--- src/rtl/vpu_dst_port.sv ---
// ============================================================================
// vpu_dst_port : captures ALU results into a small FIFO and drains them to
// the SRAM write port at auto-incrementing addresses. Option: VPU_DST_PARITY_EN
// Revision: 1.0
// ============================================================================
`default_nettype none

module vpu_dst_port #(
  parameter int OPCODE_WIDTH = 32,
  parameter int ADDR_WIDTH   = 10,
  parameter int CNT_WIDTH    = 8,
  parameter int FIFO_DEPTH   = 4
) (
  input  logic                    clk,
  input  logic                    rst,
  input  logic                    start_i,
  input  logic [ADDR_WIDTH-1:0]   dst_addr_i,
  input  logic [CNT_WIDTH-1:0]    elem_cnt_i,
  input  logic [OPCODE_WIDTH-1:0] result_i,
  input  logic                    done_i,
  input  logic                    wr_ready_i,
  output logic                    wr_en_o,
  output logic [ADDR_WIDTH-1:0]   wr_addr_o,
  output logic [OPCODE_WIDTH-1:0] wr_data_o,
  output logic                    busy_o,
  output logic                    done_o,
  output logic                    ovf_err_o
`ifdef VPU_DST_PARITY_EN
  ,
  output logic                    wr_par_o
`endif
);

  localparam int PTR_W = $clog2(FIFO_DEPTH);
`ifdef VPU_DST_PARITY_EN
  localparam int ENTRY_W = OPCODE_WIDTH + 1;
`else
  localparam int ENTRY_W = OPCODE_WIDTH;
`endif
  localparam logic [PTR_W:0] FULL_OCC = (PTR_W+1)'(FIFO_DEPTH);

  typedef enum logic [1:0] {
    S_IDLE  = 2'd0,
    S_RUN   = 2'd1,
    S_FLUSH = 2'd2
  } state_t;

  state_t                state_q, state_d;
  logic [ADDR_WIDTH-1:0] addr_q, addr_d;
  logic [CNT_WIDTH-1:0]  remain_q, remain_d;
  logic [CNT_WIDTH-1:0]  quota_q, quota_d;
  logic [PTR_W-1:0]      rd_ptr_q, rd_ptr_d;
  logic [PTR_W-1:0]      wr_ptr_q, wr_ptr_d;
  logic [PTR_W:0]        occ_q, occ_d;
  logic                  ovf_q, ovf_d;

  logic [ENTRY_W-1:0]    mem_q [FIFO_DEPTH];
  logic [ENTRY_W-1:0]    push_entry;
  logic [ENTRY_W-1:0]    head;
  logic                  run, fifo_empty, fifo_full, want_push, push, pop, drop;

`ifdef VPU_DST_PARITY_EN
  assign push_entry = {^result_i, result_i};
  assign wr_par_o   = wr_en_o ? head[OPCODE_WIDTH] : 1'b0;
`else
  assign push_entry = result_i;
`endif

  assign head       = mem_q[rd_ptr_q];
  assign run        = (state_q == S_RUN);
  assign fifo_empty = (occ_q == '0);
  assign fifo_full  = (occ_q == FULL_OCC);

  assign wr_en_o    = run && !fifo_empty;
  assign wr_addr_o  = addr_q;
  assign wr_data_o  = wr_en_o ? head[OPCODE_WIDTH-1:0] : '0;
  assign busy_o     = (state_q != S_IDLE);
  assign done_o     = (state_q == S_FLUSH);
  assign ovf_err_o  = ovf_q;

  // Results beyond the programmed count never reach the FIFO; a pop in the
  // same cycle frees the slot, so a full FIFO can still accept.
  assign pop       = wr_en_o && wr_ready_i;
  assign want_push = run && done_i && (quota_q != '0);
  assign push      = want_push && (!fifo_full || pop);
  assign drop      = want_push && fifo_full && !pop;

  always_comb begin
    state_d  = state_q;
    addr_d   = addr_q;
    remain_d = remain_q;
    quota_d  = quota_q;
    rd_ptr_d = rd_ptr_q;
    wr_ptr_d = wr_ptr_q;
    occ_d    = occ_q;
    ovf_d    = ovf_q;

    if (push) wr_ptr_d = wr_ptr_q + PTR_W'(1);
    if (pop)  rd_ptr_d = rd_ptr_q + PTR_W'(1);
    if (push && !pop)      occ_d = occ_q + (PTR_W+1)'(1);
    else if (pop && !push) occ_d = occ_q - (PTR_W+1)'(1);

    unique case (state_q)
      S_IDLE: begin
        if (start_i) begin
          addr_d   = dst_addr_i;
          remain_d = elem_cnt_i;
          quota_d  = elem_cnt_i;
          ovf_d    = 1'b0;
          state_d  = (elem_cnt_i == '0) ? S_FLUSH : S_RUN;
        end
      end
      S_RUN: begin
        if (push) quota_d = quota_q - CNT_WIDTH'(1);
        if (drop) ovf_d = 1'b1;
        if (pop) begin
          addr_d   = addr_q + ADDR_WIDTH'(1);
          remain_d = remain_q - CNT_WIDTH'(1);
          if (remain_q == CNT_WIDTH'(1)) state_d = S_FLUSH;
        end
      end
      S_FLUSH: state_d = S_IDLE;
      default: state_d = S_IDLE;
    endcase
  end

  always_ff @(posedge clk or posedge rst) begin
    if (rst) begin
      state_q  <= S_IDLE;
      addr_q   <= '0;
      remain_q <= '0;
      quota_q  <= '0;
      rd_ptr_q <= '0;
      wr_ptr_q <= '0;
      occ_q    <= '0;
      ovf_q    <= 1'b0;
    end else begin
      state_q  <= state_d;
      addr_q   <= addr_d;
      remain_q <= remain_d;
      quota_q  <= quota_d;
      rd_ptr_q <= rd_ptr_d;
      wr_ptr_q <= wr_ptr_d;
      occ_q    <= occ_d;
      ovf_q    <= ovf_d;
    end
  end

  // Storage needs no reset: the output mux hides entries while the FIFO is empty.
  always_ff @(posedge clk) begin
    if (push) mem_q[wr_ptr_q] <= push_entry;
  end

endmodule

`default_nettype wire

--- config.mk ---
export PLATFORM = sky130hd
export DESIGN_NAME = vpu_dst_port
export DESIGN_NICKNAME = d
export VERILOG_FILES = /design/src/rtl/vpu_dst_port.sv
export SDC_FILE = /design/constraint.sdc
export NUM_CORES = 1
export LEC_CHECK = 0
export BUFFER_PORTS_ARGS = -buffer_cell sky130_fd_sc_hd__buf_2
export CORE_MARGIN = 3
export CORE_UTILIZATION = 44
export CTS_BUF_LIST = sky130_fd_sc_hd__clkbuf_2
export DETAILED_ROUTE_END_ITERATION = 6
export MAX_ROUTING_LAYER = met4
export RECOVER_POWER = 100
export SLEW_MARGIN = 20
export SYNTH_ARGS = -nofsm -noshare
export SYNTH_HDL_FRONTEND = slang
export SYNTH_SLANG_ARGS = --single-unit
--- constraint.sdc ---
create_clock -name clk -period 3.3 [get_ports clk]
set_clock_uncertainty 0.1 [all_clocks]
set_input_delay 0.66 -clock clk [delete_from_list [all_inputs] [get_ports clk]]
set_output_delay 0.66 -clock clk [all_outputs]
set_load 0.005 [all_outputs]
==> results by group <==
Cells and area
  – Footprint of the multi-input gates: 2320 um^2
  – Fillers: 1426
  – Post-route insts no fill: 846
  – Register area: 4750 um^2
  – N_diodes: 0
  – Fin util: 0.533
  – Proportion of layout cells with a drive suffix above 1: 0.222
  – Post-route cell area: 8530 um^2
  – Layout area overhead: 17.4%
  – Layout net count: 682

Routing
  – Detail Route Antenna Nets: 0
  – Wire per inst: 19.8 um
  – Router iterations before antenna repair: 5
  – Number of DRC markers in iteration 0: 406
  – Total number of vias: 4760
  – Vias per inst: 5.63
  – Total wire length: 16700 um
  – Residual DRC: 0

Worst setup path
  – Critical Path Source Type: flop
  – Top Family by Delay on Critical Path: simple AND/OR/NAND/NOR gates
  – FF-to-FF setup slack: 0.22 ns
  – CP required: 2.54 ns
  – WP data arrival: 2.35 ns
  – Slowest CP cell: dfrtp_2
  – CP Depth: 4
  – CP endpoint kind: primary output
  – Buf+Inv Stages, Crit Path: 2
  – Max incr delay on CP: 0.58 ns
  – R2R depth: 6
  – Critical Setup Path Class: reg2out
  – CP Cell Sequence: and2b_4 > buf_12 > and3_4 > buf_2
  – Crit path max fanout: 31

CTS
  – TritonCTS clock tree: built
  – CTS sink count: 164
  – Clock buffer depth: 2
  – Worst-skew pair later-pin latency: 0.72 ns
  – TritonCTS buffer count: 17
  – CTS H-tree depth: 4
  – Setup Buffers After CTS: 0
  – Clock root buffer: clkbuf_2
  – Clock transition at path regs: 0.25 ns

Floorplanning
  – Die width: 135 um
  – Core Region: 16000 um^2
  – Starting Density: 0.454
  – I/O pin count: 101
  – Die ar.: 18100 um^2
  – Chip height: 135 um
  – Site Rows: 46

Synth
  – Leading area contributor after synthesis: edfxtp_1
  – Post-synth top flop: edfxtp_1
  – Netlist cell types: 74
  – Mapped Nets: 532
  – Top cell type's share of synthesized area: 0.529
  – Top cells by area, synth: edfxtp_1 53%, dfrtp_1 12%, mux4_2 9.9%
  – Syn avg cell area: 15.6 um^2
  – Register area share after synthesis: 0.653
  – Number of synthesized flops with an enable pin: 128
  – Cell count after synthesis: 467
  – Yosys reg bits: 164
  – Mapped Area: 7270 um^2
  – Asr flop ratio synth: 0.220
  – Synth warnings: 0

Global route
  – GRT Residual Overflow: 0
  – Pin count of the biggest net entering global routing: 37
  – Initial antenna violation count: 0
  – First-pass GRT wire length: 26700 um
  – GR Util All Layers: 0.199
  – Number of global-route vias before repair: 4996

Placement
  – Final HPWL from detailed placement: 11000 um
  – Placed insts: 779
  – Gpl congestion: 0.849
  – IO Port Bufs: 100
  – Placed Area: 8110 um^2
  – Pre-CTS setup slack: 0.643 ns

Run
  – Max Cap Violations: 0

STA
  – RSZ-0062 raised after global routing: no
  – # setup viols final: 0
  – Fin crit period: 3.11 ns
  – Worst setup margin: 0.190 ns
  – Final Slew Violations: 0
  – Setup TNS: 0 ns
  – Final hold vios: 0
  – Max-slew headroom: 0.124
  – Max Fclk: 322 MHz
  – Final Cycle Share: 0.942
  – Slew @ Worst Pin: 1.30 ns

Hold path
  – Hold crit path type: in2reg
  – Hold path depth: 2

Status
  – Status: complete, no violations

Power
  – Pwr Density: 769 nW/um^2
  – Lkg Pwr: 0.00307 uW
  – Maximum vdd ir drop: 444 uV
[layout make-up]
type | count | share of cell area
clock buffer | 18 | 0.0106
clock inverter | 14 | 0.0167
inverter | 12 | 0.00528
multi-input combinational | 265 | 0.272
sequential | 164 | 0.557
tap | 216 | 0.0317
timing repair buffer | 157 | 0.107
[flip-flops by register name, indices dropped and copies added (netlist names)]
register,cells
wr_ptr_q,2
wr_addr_o,10
rd_ptr_q,2
state_q,2
remain_q,8
mem_q,128
quota_q,8
ovf_err_o,1
occ_q,3
[cells in the mapped netlist (all sizes together) (6+ instances only)]
master	n
clkbuf	14
nor2	16
nand3b	6
ha	9
buf	13
edfxtp	128
nor4	10
dfrtp	36
inv	12
mux4	32
nand2	19
and3	35
o21ai	18
nand3	11
a21oi	19
[placed cells by master (no fill, tap or decap), types with 3 or more instances in the layout]
cell type and count:
inv_6 4, nor3_1 5, mux4_2 32, nand3b_1 5, dfrtp_1 31, nand4_1 3
o32ai_1 3, nand2_1 18, and2_2 4, inv_1 12, nor2_1 16, clkbuf_2 22
buf_2 39, or3_1 5, edfxtp_1 128, o21ai_0 17, dlygate4sd3_1 34, a22oi_1 3
dfrtp_2 4, xnor2_1 4, and3_1 34, a31oi_1 3, buf_4 5, ha_1 9
a21oi_1 19, nand3_1 11, clkinv_4 4, a211oi_1 5, a221oi_1 4, o31a_1 3
nor4_1 6, clkbuf_1 71
[timing repair]
item,CTS,global route
setup endpoints to repair,8,31
endpoints found under the hold margin,162,1
gates cloned,1,0
gates resized for setup,3,3
hold buffers,33,1
[cell families after synthesis]
logic type               count (synthesis)  synth area share
flip-flops                             164             0.653
adder cells (fa/ha/maj)                 10            0.0182
buffers and inverters                   39            0.0270
multiplexers                            36             0.105
XOR/XNOR                                 6           0.00723
AND/OR/NAND/NOR                        132             0.112
AO/OA/AOI/OAI                           80            0.0775
[where the power goes]
part / internal (uW) / switching [uW] / leakage (uW)
sequential: 2760 / 379 / 0.00159
combinational: 1180 / 1200 / 0.00134
clock: 299 / 741 / 0.000140
[routing by layer]
metal,wire length [um],vias up,GRT usage
li1,-,2156,-
met1,6980,2417,0.249
met2,8440,168,0.327
met3,1100,19,0.0540
met4,203,0,0.0498
met5,0,-,-
[stage by stage]
| step | hold WS [ns] | total power (uW) |
|---|---|---|
| 6_report | 0.0763 | 6560 |
| 5_1_grt | 0.00395 | 7000 |
| 4_1_cts | 0.00223 | 6730 |
| 3_5_place_dp | 0.422 | 5660 |
| 3_3_place_gp | 0.410 | 5610 |
| 2_1_floorplan | 0.373 | 4670 |
[final timing paths]
kind | from | endpoint
max | state_q[1] | wr_data_o[31]
min | elem_cnt_i[0] | remain_q[0]
max reg2reg | state_q[0] | remain_q[3]
min reg2reg | remain_q[5] | remain_q[5]
max in group asynchronous | rst | state_q[1]
min in group asynchronous | rst | occ_q[0]
(Power assumes the default switching activity.)
